`src/rtl/decode_cycle.sv`:
```
// RV32I decode stage: control decode, 32x32 register file, immediate extension and ID/EX register.
// Optional DECODE_BYPASS_EN: same-cycle writeback data is forwarded onto rs1/rs2 reads.
module decode_cycle (
  input  logic        clk,
  input  logic        rst,
  input  logic [31:0] InstrD,
  input  logic [31:0] PCD,
  input  logic [31:0] PCPlus4D,
  input  logic        RegWriteW,
  input  logic [4:0]  RdW,
  input  logic [31:0] ResultW,
  input  logic        FlushE,
  output logic        RegWriteE,
  output logic        MemWriteE,
  output logic        JumpE,
  output logic        BranchE,
  output logic        ALUSrcE,
  output logic [1:0]  ResultSrcE,
  output logic [2:0]  ALUControlE,
  output logic [31:0] RD1E,
  output logic [31:0] RD2E,
  output logic [31:0] ImmExtE,
  output logic [4:0]  Rs1E,
  output logic [4:0]  Rs2E,
  output logic [4:0]  RdE,
  output logic [31:0] PCE,
  output logic [31:0] PCPlus4E
);

  typedef struct packed {
    logic        reg_write;
    logic        mem_write;
    logic        jump;
    logic        branch;
    logic        alu_src;
    logic [1:0]  result_src;
    logic [2:0]  alu_ctrl;
    logic [31:0] rd1;
    logic [31:0] rd2;
    logic [31:0] imm;
    logic [4:0]  rs1;
    logic [4:0]  rs2;
    logic [4:0]  rd;
    logic [31:0] pc;
    logic [31:0] pc_plus4;
  } idex_t;

  idex_t       idex_d, idex_q;
  logic [31:0] rf_q [32];

  logic [6:0]  op;
  logic [2:0]  funct3;
  logic [4:0]  rs1, rs2, rd;
  logic        funct7b5;
  logic [1:0]  imm_src, alu_op;
  logic [31:0] rd1, rd2;

  assign op       = InstrD[6:0];
  assign rd       = InstrD[11:7];
  assign funct3   = InstrD[14:12];
  assign rs1      = InstrD[19:15];
  assign rs2      = InstrD[24:20];
  assign funct7b5 = InstrD[30];

  // Register file: reset clears every entry and wins over a concurrent writeback.
  always_ff @(posedge clk) begin
    if (!rst) begin
      for (int i = 0; i < 32; i++) rf_q[i] <= '0;
    end else if (RegWriteW && (RdW != 5'd0)) begin
      rf_q[RdW] <= ResultW;
    end
  end

  always_comb begin
    rd1 = (rs1 == 5'd0) ? 32'd0 : rf_q[rs1];
    rd2 = (rs2 == 5'd0) ? 32'd0 : rf_q[rs2];
`ifdef DECODE_BYPASS_EN
    if (RegWriteW && (RdW != 5'd0) && (RdW == rs1)) rd1 = ResultW;
    if (RegWriteW && (RdW != 5'd0) && (RdW == rs2)) rd2 = ResultW;
`endif
  end

  // Don't-care decoder fields (R-type ImmSrc, jal ALUSrc/ALUOp) resolve to 0.
  always_comb begin
    idex_d          = '0;
    imm_src         = 2'b00;
    alu_op          = 2'b00;
    case (op)
      7'b0000011: begin idex_d.reg_write = 1'b1; idex_d.alu_src = 1'b1; idex_d.result_src = 2'b01; end
      7'b0100011: begin imm_src = 2'b01; idex_d.alu_src = 1'b1; idex_d.mem_write = 1'b1; end
      7'b0110011: begin idex_d.reg_write = 1'b1; alu_op = 2'b10; end
      7'b1100011: begin imm_src = 2'b10; idex_d.branch = 1'b1; alu_op = 2'b01; end
      7'b0010011: begin idex_d.reg_write = 1'b1; idex_d.alu_src = 1'b1; alu_op = 2'b10; end
      7'b1101111: begin
        idex_d.reg_write  = 1'b1;
        imm_src           = 2'b11;
        idex_d.result_src = 2'b10;
        idex_d.jump       = 1'b1;
      end
      default: ;
    endcase

    case (alu_op)
      2'b01:   idex_d.alu_ctrl = 3'b001;
      2'b10: begin
        case (funct3)
          3'b000:  idex_d.alu_ctrl = (op[5] & funct7b5) ? 3'b001 : 3'b000;
          3'b010:  idex_d.alu_ctrl = 3'b101;
          3'b110:  idex_d.alu_ctrl = 3'b011;
          3'b111:  idex_d.alu_ctrl = 3'b010;
          default: idex_d.alu_ctrl = 3'b000;
        endcase
      end
      default: idex_d.alu_ctrl = 3'b000;
    endcase

    case (imm_src)
      2'b00: idex_d.imm = {{20{InstrD[31]}}, InstrD[31:20]};
      2'b01: idex_d.imm = {{20{InstrD[31]}}, InstrD[31:25], InstrD[11:7]};
      2'b10: idex_d.imm = {{20{InstrD[31]}}, InstrD[7], InstrD[30:25], InstrD[11:8], 1'b0};
      default: idex_d.imm = {{12{InstrD[31]}}, InstrD[19:12], InstrD[20], InstrD[30:21], 1'b0};
    endcase

    idex_d.rd1      = rd1;
    idex_d.rd2      = rd2;
    idex_d.rs1      = rs1;
    idex_d.rs2      = rs2;
    idex_d.rd       = rd;
    idex_d.pc       = PCD;
    idex_d.pc_plus4 = PCPlus4D;
  end

  always_ff @(posedge clk) begin
    if (!rst || FlushE) idex_q <= '0;
    else                idex_q <= idex_d;
  end

  assign RegWriteE   = idex_q.reg_write;
  assign MemWriteE   = idex_q.mem_write;
  assign JumpE       = idex_q.jump;
  assign BranchE     = idex_q.branch;
  assign ALUSrcE     = idex_q.alu_src;
  assign ResultSrcE  = idex_q.result_src;
  assign ALUControlE = idex_q.alu_ctrl;
  assign RD1E        = idex_q.rd1;
  assign RD2E        = idex_q.rd2;
  assign ImmExtE     = idex_q.imm;
  assign Rs1E        = idex_q.rs1;
  assign Rs2E        = idex_q.rs2;
  assign RdE         = idex_q.rd;
  assign PCE         = idex_q.pc;
  assign PCPlus4E    = idex_q.pc_plus4;

endmodule
```
`config.mk`:
```
export PLATFORM = sky130hd
export DESIGN_NAME = decode_cycle
export DESIGN_NICKNAME = d
export VERILOG_FILES = /design/src/rtl/decode_cycle.sv
export SDC_FILE = /design/constraint.sdc
export NUM_CORES = 2
export LEC_CHECK = 0
export BUFFER_PORTS_ARGS = -buffer_cell sky130_fd_sc_hd__clkbuf_2
export CAP_MARGIN = 20
export CORE_MARGIN = 10
export CORE_UTILIZATION = 31
export DETAILED_ROUTE_END_ITERATION = 6
export GPL_TIMING_DRIVEN = 0
export PLACE_DENSITY = 0.57
export REMOVE_ABC_BUFFERS = 1
export SLEW_MARGIN = 20
export SYNTH_ARGS = -nofsm -noshare
export SYNTH_HDL_FRONTEND = slang
export SYNTH_SLANG_ARGS = --single-unit
```
`constraint.sdc`:
```
create_clock -name clk -period 4.9 [get_ports clk]
set_clock_uncertainty 0.1 [all_clocks]
set_input_delay 0.735 -clock clk [delete_from_list [all_inputs] [get_ports clk]]
set_output_delay 0.735 -clock clk [all_outputs]
set_load 0.1 [all_outputs]
```
==> results.ini <==
[outcome]
status=completed

[global_routing]
antenna_found_initial=23
grt_pass1_wl_um=300500
grt_usage_pct=19.97
grt_overflow_total=0
grt_pass1_vias=38410
grt_max_degree=70

[clocking]
cts_root_buf=clkbuf_16
h-tree-depth=4
clk_latency_ns=0.80
cts_tree=done
numCtsBuffers=139
post_cts_resized=0
cts.sinks=1197
path_clk_slew_ns=0.06
cts_buffer_depth=3

[cells_and_area]
nFillCells=17430
fin_area_sq_um=72150
nets=4323
drive_gt1_share_pct=29.53
layout_common_cells=and2_1 (1077), edfxtp_1 (1024), mux4_2 (442), clkbuf_2 (312), mux2i_1 (289)
final_common_cell=and2_1
syn2layout_area_growth_pct=21.61

[drt]
wl_per_cell_um=31.45
drc=0
wl_um=214400
drt_iter0_drc=4474
vias_per_cell=5.505
firstDrtPassIters=7
postRouteAntennaNets=0
num_vias=37530

[yosys]
syn_area_sq_um=59330
synth_area_leaders=edfxtp_1 (52%), mux4_2 (17%), and2_1 (11%), dfxtp_1 (5.8%), mux2i_1 (4.9%)
synth-seq-cells=1197
ys_types=56
seq_area_frac_synth_pct=57.67
syn_area_per_cell_sq_um=15.20
synthCells=3904
synth_top_area_cell=edfxtp_1
synth_top_area_share_pct=51.83
async_flop_share_pct=0
synth_warnings=0
synth_top_flop_cell=edfxtp_1
synth_edf_count=1024

[placement]
placed_area_sq_um=67480
port_buffers=321
detailed_place_hpwl_um=149900
post-place-ws_ns=0.4786
gp_congestion=0.7728

[power]
pwr-share-seq_pct=46.5
switching_share_pct=26.37
peakVddDrop_mv=0.2402
clock_power_share_pct=40.5
intPower_uw=18810
combPwrFrac_pct=13.0
p_sw_uw=6738
leakagePower_uw=0.02590
p_per_area_nw_per_um2=354.1

[critical_path]
startpoint_type=primary input
critPathSlowestCell=clkbuf_4
crit_path_max_fanout=38
cp.required_ns=5.29
regToRegSetupSlack_ns=2.78
critPathKind=primary input to register
path_buf_inv=4
crit_path_max_incr_delay_ns=0.88
cp_common_cell=buf_16
cp.arrival_ns=3.94
worstPathCellList=clkbuf_4 > nand4b_1 > buf_6 > o21ai_4 > buf_16 > buf_16
cp_top_family=buffers and inverters
critPathCaptureType=register

[hold_path]
hold_path_class=primary input to register

[sta]
maxSlewViolCount=0
timing.hold.ws_ns=0.05920
hold_viol=0
period_share_pct=72.58
worstMarginPinSlew_ns=1.152
setup_ws_ns=1.344
period_needed_ns=3.556
max_slew_margin_pct=23.17
setup_tns_ns=0
setup_violations=0
fmax_mhz=281.2
rsz0062_at_grt=false

[run]
maxCapViolCount=0

[die]
coreArea_sq_um=190200
die_x_um=457.5
die_h_um=457.5
row_count=160
initial_utilization_pct=31.19
num_io_pins=322
die-area_sq_um=209300

==> kinds of logic (layout without fill, tap and decap cells) <==
| group | after synthesis | count (layout) | synth area share [%] |
|---|---|---|---|
| and+or+nand+nor | 1281 | 1281 | 13.06 |
| AOI/OAI and AO/OA | 251 | 251 | 3.368 |
| other | 1 | 49 | 0.006321 |
| DFF | 1197 | 1197 | 57.67 |
| muxes | 756 | 756 | 22.28 |
| adders and majority gates | 2 | 2 | 0.04217 |
| buffers and inverters | 416 | 771 | 3.571 |
==> routing by layer <==
metal  GRT usage, %  vias up  share of wire [%]
li1               -    15410                  -
met1          24.68    19360                 38
met2          32.79     2211                 48
met3          4.278      555                8.9
met4          10.45        4                5.5
met5              0        -              0.018
==> synthesized netlist by cell type (7+ instances only) <==
| cell type | n |
|---|---|
| a2111oi_1 | 11 |
| a2111oi_2 | 8 |
| a21o_1 | 8 |
| a21oi_1 | 16 |
| a221o_1 | 9 |
| a221oi_1 | 19 |
| a22oi_1 | 17 |
| a31oi_1 | 10 |
| and2_1 | 1077 |
| buf_1 | 16 |
| buf_12 | 8 |
| buf_2 | 56 |
| buf_4 | 44 |
| buf_6 | 17 |
| clkbuf_1 | 257 |
| dfxtp_1 | 173 |
| edfxtp_1 | 1024 |
| inv_1 | 7 |
| mux2_2 | 19 |
| mux2i_1 | 289 |
| mux4_2 | 442 |
| nand2_1 | 36 |
| nand3_1 | 10 |
| nand4_1 | 10 |
| nor2_1 | 72 |
| nor2b_1 | 23 |
| nor3_1 | 13 |
| o21ai_0 | 35 |
| o221ai_1 | 50 |
| o22a_1 | 30 |
| o31a_1 | 16 |
| or2_2 | 11 |
==> final timing paths <==
| check | from | to | cells after the start |
|---|---|---|---|
| setup reg to reg | rf_q[31][17]$_SDFFCE_PN0P_ | RD2E[17]$_SDFF_PP0_ | 4 |
| setup / recovery | rst | rf_q[13][13]$_SDFFCE_PN0P_ | 6 |
| hold reg to reg | rf_q[29][13]$_SDFFCE_PN0P_ | RD1E[13]$_SDFF_PP0_ | 3 |
| hold / removal | PCPlus4D[1] | PCPlus4E[1]$_SDFF_PP0_ | 2 |
==> repair_timing <==
item                                   in CTS  in global routing
buffers inserted                            0                  0
hold buffers                               15                  0
endpoints found under the hold margin      14                  0
==> state kept, by name (all words and copies together), names as in the netlist <==
signal       cells
BranchE          1
RegWriteE        1
Rs2E             5
RD2E            32
RD1E            32
PCPlus4E        32
rf_q          1024
JumpE            1
MemWriteE        1
ALUSrcE          1
ImmExtE         21
Rs1E             5
RdE              5
ResultSrcE       1
ALUControlE      3
PCE             32
==> metrics by stage <==
| stage | total power [uW] | instances | util (%) |
|---|---|---|---|
| after floorplan | 13760 | 3526 | - |
| final | 25550 | 6818 | 37.94 |
| after detailed placement | 15390 | 6539 | 35.48 |
| after global placement | 15510 | 6358 | 32.65 |
| after global routing | 26310 | 6809 | 37.92 |
| after CTS | 25750 | 6801 | 37.91 |
==> layout make-up <==
cell class / instances / area [sq um] / share of cell area [%]
Sequential cell: 1197 / 34210 / 47.42
Multi-Input combinational cell: 2322 / 23800 / 32.99
Timing Repair Buffer: 517 / 6445 / 8.933
Clock buffer: 175 / 3755 / 5.204
Tap cell: 2511 / 3142 / 4.355
Clock inverter: 72 / 723.2 / 1.002
Antenna cell: 17 / 42.54 / 0.05896
Inverter: 7 / 28.78 / 0.03989
==> power by group through the flow <==
stage	sequential (uW)	combinational (uW)	clock [uW]
after detailed placement	12100	3310	0
after floorplan	12500	1220	0
after global placement	12200	3350	0
after global routing	11900	3450	10900
final	11900	3320	10400
after CTS	11900	3330	10600
No activity file was read; power rests on OpenSTA's default activity.
